`src/rtl/npu_pkg.sv`:
```
// Shared types and defaults for the NPU matrix-unit front end.
// Holds the sequencer state encoding and counter width helper.
package npu_pkg;

    localparam int DEF_DATA_WIDTH  = 16;
    localparam int DEF_MATRIX_SIZE = 8;
    localparam int DEF_TIMEOUT     = 1024;

    typedef enum logic [2:0] {
        ST_IDLE   = 3'd0,
        ST_LOAD_W = 3'd1,
        ST_LOAD_X = 3'd2,
        ST_ISSUE  = 3'd3,
        ST_WAIT   = 3'd4,
        ST_DRAIN  = 3'd5
    } drv_state_e;

    function automatic int cw(input int n);
        return (n > 1) ? $clog2(n) : 1;
    endfunction

endpackage

```
`src/rtl/mmu_stream_driver_if.sv`:
```
// Word streams of the matrix-unit front end: weights in,
// input vector in, results out.
interface mmu_stream_driver_if
    import npu_pkg::*;
#(
    parameter int DATA_WIDTH = DEF_DATA_WIDTH
);
    logic [DATA_WIDTH-1:0]   s_wt_data;
    logic                    s_wt_valid;
    logic                    s_wt_ready;
    logic [DATA_WIDTH-1:0]   s_in_data;
    logic                    s_in_valid;
    logic                    s_in_ready;
    logic [2*DATA_WIDTH-1:0] m_out_data;
    logic                    m_out_valid;
    logic                    m_out_ready;
    logic                    m_out_last;

    modport master (
        output s_wt_data, s_wt_valid, s_in_data, s_in_valid, m_out_ready,
        input  s_wt_ready, s_in_ready, m_out_data, m_out_valid, m_out_last
    );

    modport slave (
        input  s_wt_data, s_wt_valid, s_in_data, s_in_valid, m_out_ready,
        output s_wt_ready, s_in_ready, m_out_data, m_out_valid, m_out_last
    );
endinterface

```
`src/rtl/mmu_result_serializer.sv`:
```
// Captures the matrix-unit result vector and drains it one word
// per handshake, flagging the final word.
module mmu_result_serializer
    import npu_pkg::*;
#(
    parameter int DATA_WIDTH  = DEF_DATA_WIDTH,
    parameter int MATRIX_SIZE = DEF_MATRIX_SIZE
) (
    input  logic                                clk,
    input  logic                                rst_n,
    input  logic                                clr_i,
    input  logic                                capture_i,
    input  logic                                active_i,
    input  logic [MATRIX_SIZE*2*DATA_WIDTH-1:0] result_flat_i,
    input  logic                                out_ready_i,
    output logic [2*DATA_WIDTH-1:0]             out_data_o,
    output logic                                out_valid_o,
    output logic                                out_last_o,
    output logic                                drain_done_o
);
    localparam int OCW = cw(MATRIX_SIZE);

    logic [MATRIX_SIZE-1:0][2*DATA_WIDTH-1:0] res_q;
    logic [OCW-1:0] ocnt_q, ocnt_d;
    logic           hs;

    assign hs           = active_i && out_ready_i;
    assign out_valid_o  = active_i;
    assign out_data_o   = res_q[ocnt_q];
    assign out_last_o   = active_i && (ocnt_q == OCW'(MATRIX_SIZE-1));
    assign drain_done_o = hs && out_last_o;

    always_comb begin
        ocnt_d = ocnt_q;
        if (clr_i || capture_i || drain_done_o) ocnt_d = '0;
        else if (hs)                            ocnt_d = ocnt_q + 1'b1;
    end

    always_ff @(posedge clk or negedge rst_n) begin
        if (!rst_n) begin
            res_q  <= '0;
            ocnt_q <= '0;
        end else begin
            ocnt_q <= ocnt_d;
            if (capture_i) res_q <= result_flat_i;
        end
    end
endmodule

```
`src/rtl/mmu_stream_driver.sv`:
```
// Sequencer that gathers weights and an input vector, issues a
// matrix-unit job, and streams the result vector back out.
module mmu_stream_driver
    import npu_pkg::*;
#(
    parameter int DATA_WIDTH     = DEF_DATA_WIDTH,
    parameter int MATRIX_SIZE    = DEF_MATRIX_SIZE,
    parameter int TIMEOUT_CYCLES = DEF_TIMEOUT
) (
    input  logic clk,
    input  logic rst_n,
    input  logic cmd_start,
    input  logic cmd_keep_weights,
    output logic busy,
    output logic done,
    output logic error,
    mmu_stream_driver_if.slave bus,
    output logic mmu_start,
    output logic [MATRIX_SIZE*DATA_WIDTH-1:0] mmu_input_flat,
    output logic mmu_input_valid,
    output logic [MATRIX_SIZE*MATRIX_SIZE*DATA_WIDTH-1:0] mmu_weight_flat,
    output logic mmu_weight_valid,
    input  logic mmu_done,
    input  logic [MATRIX_SIZE*2*DATA_WIDTH-1:0] mmu_result_flat,
    input  logic mmu_result_valid
);
    localparam int WN  = MATRIX_SIZE * MATRIX_SIZE;
    localparam int WCW = cw(WN);
    localparam int XCW = cw(MATRIX_SIZE);
    localparam int TCW = cw(TIMEOUT_CYCLES);

    drv_state_e state_q, state_d;
    logic [WCW-1:0] wcnt_q, wcnt_d;
    logic [XCW-1:0] xcnt_q, xcnt_d;
    logic [TCW-1:0] timer_q, timer_d;
    logic wl_q, wl_d;
    logic err_q, err_d;

    logic [WN-1:0][DATA_WIDTH-1:0]          wt_q;
    logic [MATRIX_SIZE-1:0][DATA_WIDTH-1:0] x_q;

    logic wt_hs, x_hs, start_acc, cap, drain_done;

    assign wt_hs     = (state_q == ST_LOAD_W) && bus.s_wt_valid;
    assign x_hs      = (state_q == ST_LOAD_X) && bus.s_in_valid;
    assign start_acc = (state_q == ST_IDLE) && cmd_start;
    assign cap       = (state_q == ST_WAIT) && mmu_done && mmu_result_valid;

    always_comb begin
        state_d = state_q;
        wcnt_d  = wcnt_q;
        xcnt_d  = xcnt_q;
        timer_d = timer_q;
        wl_d    = wl_q;
        err_d   = err_q;
        unique case (state_q)
            ST_IDLE: begin
                if (cmd_start) begin
                    err_d  = 1'b0;
                    wcnt_d = '0;
                    xcnt_d = '0;
                    if (cmd_keep_weights && wl_q) begin
                        state_d = ST_LOAD_X;
                    end else begin
                        state_d = ST_LOAD_W;
                        wl_d    = 1'b0;
                    end
                end
            end
            ST_LOAD_W: begin
                if (bus.s_wt_valid) begin
                    wcnt_d = wcnt_q + 1'b1;
                    if (wcnt_q == WCW'(WN-1)) begin
                        wl_d    = 1'b1;
                        state_d = ST_LOAD_X;
                    end
                end
            end
            ST_LOAD_X: begin
                if (bus.s_in_valid) begin
                    xcnt_d = xcnt_q + 1'b1;
                    if (xcnt_q == XCW'(MATRIX_SIZE-1)) state_d = ST_ISSUE;
                end
            end
            ST_ISSUE: begin
                timer_d = '0;
                state_d = ST_WAIT;
            end
            ST_WAIT: begin
                if (cap) begin
                    state_d = ST_DRAIN;
                end else if (timer_q == TCW'(TIMEOUT_CYCLES-1)) begin
                    err_d   = 1'b1;
                    state_d = ST_IDLE;
                end else begin
                    timer_d = timer_q + 1'b1;
                end
            end
            ST_DRAIN: begin
                if (drain_done) state_d = ST_IDLE;
            end
            default: state_d = ST_IDLE;
        endcase
    end

    always_ff @(posedge clk or negedge rst_n) begin
        if (!rst_n) begin
            state_q <= ST_IDLE;
            wcnt_q  <= '0;
            xcnt_q  <= '0;
            timer_q <= '0;
            wl_q    <= 1'b0;
            err_q   <= 1'b0;
        end else begin
            state_q <= state_d;
            wcnt_q  <= wcnt_d;
            xcnt_q  <= xcnt_d;
            timer_q <= timer_d;
            wl_q    <= wl_d;
            err_q   <= err_d;
        end
    end

    // Operand registers only change in the load states, so the flat
    // buses stay stable across ISSUE and WAIT.
    always_ff @(posedge clk or negedge rst_n) begin
        if (!rst_n) begin
            wt_q <= '0;
            x_q  <= '0;
        end else begin
            if (wt_hs) wt_q[wcnt_q] <= bus.s_wt_data;
            if (x_hs)  x_q[xcnt_q]  <= bus.s_in_data;
        end
    end

    assign busy             = (state_q != ST_IDLE);
    assign error            = err_q;
    assign done             = drain_done;
    assign bus.s_wt_ready   = (state_q == ST_LOAD_W);
    assign bus.s_in_ready   = (state_q == ST_LOAD_X);
    assign mmu_start        = (state_q == ST_ISSUE);
    assign mmu_input_valid  = (state_q == ST_ISSUE) || (state_q == ST_WAIT);
    assign mmu_weight_valid = mmu_input_valid;
    assign mmu_input_flat   = x_q;
    assign mmu_weight_flat  = wt_q;

    mmu_result_serializer #(
        .DATA_WIDTH  (DATA_WIDTH),
        .MATRIX_SIZE (MATRIX_SIZE)
    ) u_ser (
        .clk           (clk),
        .rst_n         (rst_n),
        .clr_i         (start_acc),
        .capture_i     (cap),
        .active_i      (state_q == ST_DRAIN),
        .result_flat_i (mmu_result_flat),
        .out_ready_i   (bus.m_out_ready),
        .out_data_o    (bus.m_out_data),
        .out_valid_o   (bus.m_out_valid),
        .out_last_o    (bus.m_out_last),
        .drain_done_o  (drain_done)
    );
endmodule
```
`src/flat_wrapper.sv`:
```
// flat-port wrapper written by rule: the top's interface ports become plain ports
module mmu_stream_driver_flat import npu_pkg::*;
#(
    parameter int DATA_WIDTH     = DEF_DATA_WIDTH,
    parameter int MATRIX_SIZE    = DEF_MATRIX_SIZE,
    parameter int TIMEOUT_CYCLES = DEF_TIMEOUT
)
  (clk, rst_n, cmd_start, cmd_keep_weights, busy, done, error, mmu_start, mmu_input_flat, mmu_input_valid, mmu_weight_flat, mmu_weight_valid, mmu_done, mmu_result_flat, mmu_result_valid, bus_s_wt_data, bus_s_wt_valid, bus_s_in_data, bus_s_in_valid, bus_m_out_ready, bus_s_wt_ready, bus_s_in_ready, bus_m_out_data, bus_m_out_valid, bus_m_out_last);
  mmu_stream_driver_if #(.DATA_WIDTH(DATA_WIDTH)) bus_i ();
  input  logic clk;
  input  logic rst_n;
  input  logic cmd_start;
  input  logic cmd_keep_weights;
  output logic busy;
  output logic done;
  output logic error;
  output logic mmu_start;
  output logic [MATRIX_SIZE*DATA_WIDTH-1:0] mmu_input_flat;
  output logic mmu_input_valid;
  output logic [MATRIX_SIZE*MATRIX_SIZE*DATA_WIDTH-1:0] mmu_weight_flat;
  output logic mmu_weight_valid;
  input  logic mmu_done;
  input  logic [MATRIX_SIZE*2*DATA_WIDTH-1:0] mmu_result_flat;
  input  logic mmu_result_valid;
  input wire logic [$bits(bus_i.s_wt_data)-1:0] bus_s_wt_data;
  input wire logic [$bits(bus_i.s_wt_valid)-1:0] bus_s_wt_valid;
  input wire logic [$bits(bus_i.s_in_data)-1:0] bus_s_in_data;
  input wire logic [$bits(bus_i.s_in_valid)-1:0] bus_s_in_valid;
  input wire logic [$bits(bus_i.m_out_ready)-1:0] bus_m_out_ready;
  output wire logic [$bits(bus_i.s_wt_ready)-1:0] bus_s_wt_ready;
  output wire logic [$bits(bus_i.s_in_ready)-1:0] bus_s_in_ready;
  output wire logic [$bits(bus_i.m_out_data)-1:0] bus_m_out_data;
  output wire logic [$bits(bus_i.m_out_valid)-1:0] bus_m_out_valid;
  output wire logic [$bits(bus_i.m_out_last)-1:0] bus_m_out_last;
  assign bus_i.s_wt_data = bus_s_wt_data;
  assign bus_i.s_wt_valid = bus_s_wt_valid;
  assign bus_i.s_in_data = bus_s_in_data;
  assign bus_i.s_in_valid = bus_s_in_valid;
  assign bus_i.m_out_ready = bus_m_out_ready;
  assign bus_s_wt_ready = bus_i.s_wt_ready;
  assign bus_s_in_ready = bus_i.s_in_ready;
  assign bus_m_out_data = bus_i.m_out_data;
  assign bus_m_out_valid = bus_i.m_out_valid;
  assign bus_m_out_last = bus_i.m_out_last;
  mmu_stream_driver #(.DATA_WIDTH(DATA_WIDTH), .MATRIX_SIZE(MATRIX_SIZE), .TIMEOUT_CYCLES(TIMEOUT_CYCLES)) u_core (.clk(clk), .rst_n(rst_n), .cmd_start(cmd_start), .cmd_keep_weights(cmd_keep_weights), .busy(busy), .done(done), .error(error), .bus(bus_i), .mmu_start(mmu_start), .mmu_input_flat(mmu_input_flat), .mmu_input_valid(mmu_input_valid), .mmu_weight_flat(mmu_weight_flat), .mmu_weight_valid(mmu_weight_valid), .mmu_done(mmu_done), .mmu_result_flat(mmu_result_flat), .mmu_result_valid(mmu_result_valid));
endmodule
```
`config.mk`:
```
export PLATFORM = sky130hd
export DESIGN_NAME = mmu_stream_driver_flat
export DESIGN_NICKNAME = d
export VERILOG_FILES = /design/src/rtl/npu_pkg.sv /design/src/rtl/mmu_stream_driver_if.sv /design/src/rtl/mmu_result_serializer.sv /design/src/rtl/mmu_stream_driver.sv /design/src/flat_wrapper.sv
export SDC_FILE = /design/constraint.sdc
export NUM_CORES = 2
export LEC_CHECK = 0
export BUFFER_PORTS_ARGS = -buffer_cell sky130_fd_sc_hd__buf_2
export CAP_MARGIN = 20
export CORE_AREA = 2 2 579 581
export DETAILED_ROUTE_END_ITERATION = 8
export DIE_AREA = 0 0 581 583
export GPL_TIMING_DRIVEN = 0
export PLACE_DENSITY = 0.44
export SLEW_MARGIN = 20
export SYNTH_ARGS = -nofsm -noshare
export SYNTH_HDL_FRONTEND = slang
export SYNTH_SLANG_ARGS = --single-unit
```
`constraint.sdc`:
```
create_clock -name clk -period 2.3 [get_ports clk]
set_input_delay 0.23 -clock clk [delete_from_list [all_inputs] [get_ports clk]]
set_output_delay 0.23 -clock clk [all_outputs]
set_load 0.005 [all_outputs]
```
Word level (Yosys, flattened, before mapping)
Index checks and enable logic that the tools add are counted.
{"block": "word_totals", "ff_bits": 1435, "inputBits": 297}
{"block": "op_classes", "addsub": 4, "magnitude_cmp": 5, "eq_ne": 20, "muxes": 38, "reduce_logical": 27}
{"cell": "1024-bit bitwise mux", "n": 1}
{"cell": "128-bit bitwise mux", "n": 1}
{"cell": "32-bit binary-select mux with 3-bit select", "n": 1}
{"cell": "16-bit demux with 6-bit select", "n": 1}
{"cell": "16-bit demux with 3-bit select", "n": 1}
{"cell": "3-bit two-way mux", "n": 12}
{"cell": "16-bit two-way mux", "n": 2}
{"cell": "32-bit two-way mux", "n": 1}
{"cell": "10-bit two-way mux", "n": 2}
{"cell": "10-bit case mux with 2 select lines", "n": 1}
{"cell": "3-bit case mux with 6 select lines", "n": 1}
{"cell": "2-bit != test (second input constant)", "n": 7}
{"cell": "3-bit == test (second input constant)", "n": 4}
{"cell": "6-bit two-way mux", "n": 2}
{"cell": "6-bit case mux with 2 select lines", "n": 1}
{"cell": "1-bit logical AND", "n": 11}
{"cell": "10-bit by 1-bit adder with 10-bit output (second input constant)", "n": 1}
{"cell": "10-bit == test (second input constant)", "n": 1}
{"cell": "2-bit nonzero test", "n": 5}
{"cell": "3-bit AND reduction", "n": 3}
{"cell": "3-bit by 4-bit < comparator with 1-bit output (second input constant)", "n": 2}
{"cell": "6-bit by 7-bit < comparator with 1-bit output (second input constant)", "n": 1}
{"cell": "1-bit two-way mux", "n": 7}
{"cell": "7-bit AND reduction", "n": 1}
{"cell": "other kinds (17)", "n": 24}

Longest topological paths before layout
{"block": "depth", "depth_word": 6, "mapped_depth": 8}

Modules after synthesis
From an unflattened synthesis, not the netlist that was laid out.
{"block": "unflattened", "cells_unflattened": 3444, "area_unflattened_um2": 56884.6}
{"mod": "mmu_stream_driver", "n_inst": 1, "cells_per_inst": 2771, "area_each_um2": 45319.7, "seq_area_each_um2": 29428.2}
{"mod": "mmu_result_serializer", "n_inst": 1, "cells_per_inst": 673, "area_each_um2": 11564.8, "seq_area_each_um2": 6481.2}

Worst setup path after synthesis
OpenSTA, ideal clock, no wires.
{"block": "synth_path", "kind": "register to output", "start": "register u_core.u_ser.ocnt_q[0]", "end": "output bus_m_out_data[0]", "arrival_ns": 1.938, "t_required_ns": 2.070, "path_slack_ns": 0.132, "stages_incl_launch_ff": 5, "path_buffers": 2, "cell_sequence": "dfrtp_1 > buf_1 > buf_2 > mux4_2 > mux2_2"}
{"block": "synth_between", "elab_chain_cells": 2}
{"element": "start: declaration", "line": "mmu_result_serializer.sv:24", "text": "logic [OCW-1:0] ocnt_q, ocnt_d;"}
{"element": "start signal: assignment", "line": "mmu_result_serializer.sv:44", "text": "ocnt_q <= ocnt_d;"}
{"element": "32-bit binary-select mux with 3-bit select", "line": "mmu_result_serializer.sv:29", "text": "assign out_data_o = res_q[ocnt_q];"}
{"element": "32-bit two-way mux (implied by the code)", "line": "mmu_result_serializer.sv:29"}
{"element": "end: declaration", "line": "flat_wrapper.sv:32", "text": "output wire logic [$bits(bus_i.m_out_data)-1:0] bus_m_out_data;"}
No other way between the ends. The select of a mux whose other input is x is not followed.

Worst setup path in the final report
{"block": "layout_path", "start": "register u_core.u_ser.ocnt_q[0]", "end": "output bus_m_out_data[3]"}
The elaborated chain is that of the path after synthesis.

==> flow_summary.json <==
{
  "status": "finished, violations left",
  "violations": "setup timing",
  "slew_headroom": 0.225,
  "path_buf_inv": 4,
  "grt_pass1_wl_um": 384000,
  "grt_use_met3": 0.0456,
  "reg2reg_depth": 9,
  "rsz0062_at_grt": "yes",
  "period_minus_slack_ns": 2.88,
  "ys_top_cells_by_count": "dfrtp_1, mux2_2, nand2_1, clkbuf_1, buf_2",
  "antenna_found_initial": 42,
  "required_ns": 2.07,
  "finClkSkew_ns": 0.0736,
  "cp.depth": 6,
  "wl_per_cell_um": 27.0,
  "p_leak_nw": 43.9,
  "yosysSeqAreaShare": 0.636,
  "synthFlopType": "dfrtp_1",
  "core-area_um2": 332000,
  "hpwl_um": 219000,
  "synth_edf_count": 0,
  "yosysWarnings": 0,
  "die_w_um": 581,
  "grt.busiest_layer": "met2",
  "tightestPinTransition_ns": 1.16,
  "holdPathStages": 5,
  "vias": 41876,
  "cpMostUsedCell": "buf_12",
  "cts-buffers-inserted": 177,
  "setup_tns_ns": -17.21,
  "grt_usage": 0.163,
  "pre_cts_slack_ns": -1.72,
  "grt_start_max_net_pins": 141,
  "wirelength_um": 288000,
  "post-route-util": 0.249,
  "pwr-share-seq": 0.410,
  "fillCellCount": 35127,
  "dieArea_um2": 339000,
  "yosysTopAreaCell": "dfrtp_1",
  "drc": 0,
  "io_buffers": 1474,
  "globalRouteMet1Util": 0.189,
  "critPathSlowestCell": "mux4_2",
  "crit_family": "multiplexers",
  "yosysUniqueCellTypes": 52,
  "holdWs_ns": 0.109,
  "p_per_area_nw_per_um2": 914,
  "clkTransAtPathRegs_ns": 0.06,
  "use_met2": 0.281,
  "drtAntennaViolNets": 0,
  "num_rows": 212,
  "cts.htree.levels": 4,
  "cp_cell_sequence": "buf_12 > buf_12 > buf_12 > mux4_2 > mux2_4 > buf_6",
  "fmax_ghz": 0.348,
  "arrival_ns": 2.65,
  "cts_tree": "done",
  "start_util": 0.170,
  "setup_ws_ns": -0.576,
  "net-switching-power_w": 0.0223,
  "insertion_delay_ns": 0.89,
  "drtIter0Drc": 2110,
  "clk_path_buf_depth": 4,
  "viasPerCell": 3.94,
  "clkSinkCount": 1435,
  "gp_congestion": 0.959,
  "crit_type": "reg2out",
  "synthCells": 3984,
  "drive_gt1_frac": 0.561,
  "ioPinCount": 1491,
  "synth-seq-cells": 1435,
  "hold_path.class": "in2reg",
  "final-max-slew-violation-count": 0,
  "grt_pass1_vias": 44306,
  "end_kind": "output port",
  "async_flop_share": 1.00,
  "vdd_ir_drop_max_v": 0.000584,
  "synthTopCellsByArea": "dfrtp_1, mux2_2, nand2_1",
  "chipHeight_um": 583,
  "syn2layout_area_growth_pct": 46.5,
  "sw_frac_of_total": 0.296,
  "synth.most_common_cell": "dfrtp_1",
  "finalHoldViolCount": 0,
  "syn-cell-area_um2": 56400,
  "critPathMaxStageDelay_ns": 0.50,
  "cp-start-kind": "register",
  "synth_top_area_frac": 0.636,
  "avgSynthCellArea_um2": 14.2,
  "syn_nets": 4287,
  "maxCapViolCount": 0,
  "p_int_w": 0.0532,
  "pwr-share-clk": 0.379,
  "clock-root-buffer": "clkbuf_16",
  "share_comb_of_total_power": 0.211,
  "setup_viol": 73,
  "cp_max_fo": 8,
  "grt.overflow.total": 0,
  "finalCritPeriodShare": 1.25,
  "layout.nets": 6395,
  "dr.pass1.iters": 5
}
## worst reg2reg max path, stage by stage (launching register included)
cell and delay (ns):
dfrtp_2 0.42, buf_6 0.13, and4bb_2 0.24, buf_6 0.14, buf_6 0.11, and4b_2 0.27
buf_12 0.18, nand2_8 0.15, clkbuf_16 0.24, mux2_2 0.33
## metal layers
layer | up-vias | share of wire | routed length (um)
met1 | 21918 | 0.39 | 112000
met2 | 1671 | 0.49 | 142000
li1 | 17885 | - | -
met3 | 394 | 0.073 | 21100
met4 | 8 | 0.046 | 13100
met5 | - | 0.00016 | 46
## state kept, by name, summed over array words and instances (netlist names)
register,flops
u_core.u_ser.ocnt_q,3
u_core.timer_q,10
u_core.state_q,3
u_core.xcnt_q,3
u_core.error,1
u_core.wl_q,1
u_core.mmu_weight_flat,1024
u_core.mmu_input_flat,128
u_core.u_ser.res_q,256
u_core.wcnt_q,6
## power by group through the flow
stage	clock network, W	logic [W]	registers, W
3_5_place_dp	0	0.0134	0.0313
3_3_place_gp	0	0.0131	0.0313
5_1_grt	0.0305	0.0171	0.0313
6_report	0.0286	0.0159	0.0310
2_1_floorplan	0	0.00628	0.0306
4_1_cts	0.0295	0.0156	0.0310
## what timing repair did
action,4_1_cts,5_1_grt
hold endpoints to repair,570,104
pin swaps,42,16
hold buffers,301,3
setup endpoints to repair,1670,1080
gates resized for setup,428,127
setup buffers,90,36
gates cloned,7,12
## kinds of logic after synthesis
| kind of cell | synth area share |
|---|---|
| compound gates | 0.00417 |
| xor+xnor | 0.000776 |
| fa+ha+maj | 0.00133 |
| buf+inv | 0.0247 |
| flops | 0.636 |
| mux | 0.262 |
| simple gates | 0.0704 |
## path summary, 6_finish.rpt
path	slack, ns	end	start
hold reg to reg	0.47	u_core.u_ser.res_q[81]	u_core.u_ser.res_q[81]
max in group asynchronous	0.32	u_core.mmu_weight_flat[208]	rst_n
setup / recovery	-0.58	bus_m_out_data[3]	u_core.u_ser.ocnt_q[0]
setup reg to reg	-0.05	u_core.mmu_weight_flat[567]	u_core.state_q[0]
min in group asynchronous	0.15	u_core.u_ser.res_q[57]	rst_n
hold / removal	0.11	u_core.u_ser.res_q[159]	mmu_done
## cells in the final DEF, fill, tap and decap left out, types with 15 or more instances in the layout
cell           instances
nand2_1              777
mux2_2              1143
clkbuf_1             116
buf_16                24
buf_12                51
diode_2               28
mux4_2                64
nor2_4                34
dlygate4sd3_1        294
clkbuf_2              45
buf_8                 27
clkinv_2              28
clkbuf_8              37
dfrtp_1             1430
nand2_4               16
buf_6                 85
clkbuf_16            193
nand2_2               15
buf_4                115
mux2_4                41
buf_2               1466
## through the flow
step	cell area [um^2]	power, W	cells
after global routing	82700	0.0789	10621
after global placement	69300	0.0444	9845
final	82700	0.0756	10638
after CTS	81600	0.0760	10569
after floorplan	56400	0.0369	3984
after detailed placement	70100	0.0447	9874
## layout make-up
type / instances / area, um^2 / share of cell area
flip-flops and latches: 1435 / 35900 / 0.434
multi-input cells: 2248 / 20000 / 0.242
repair buffers: 1950 / 13200 / 0.160
well taps: 4387 / 5490 / 0.0664
clock buffers: 249 / 5080 / 0.0615
plain buffers: 270 / 2110 / 0.0255
clock inverters: 61 / 782 / 0.00946
diodes: 28 / 70.1 / 0.000847
inverters: 10 / 40.0 / 0.000484
Note: power is estimated with default switching activity, not from simulation.
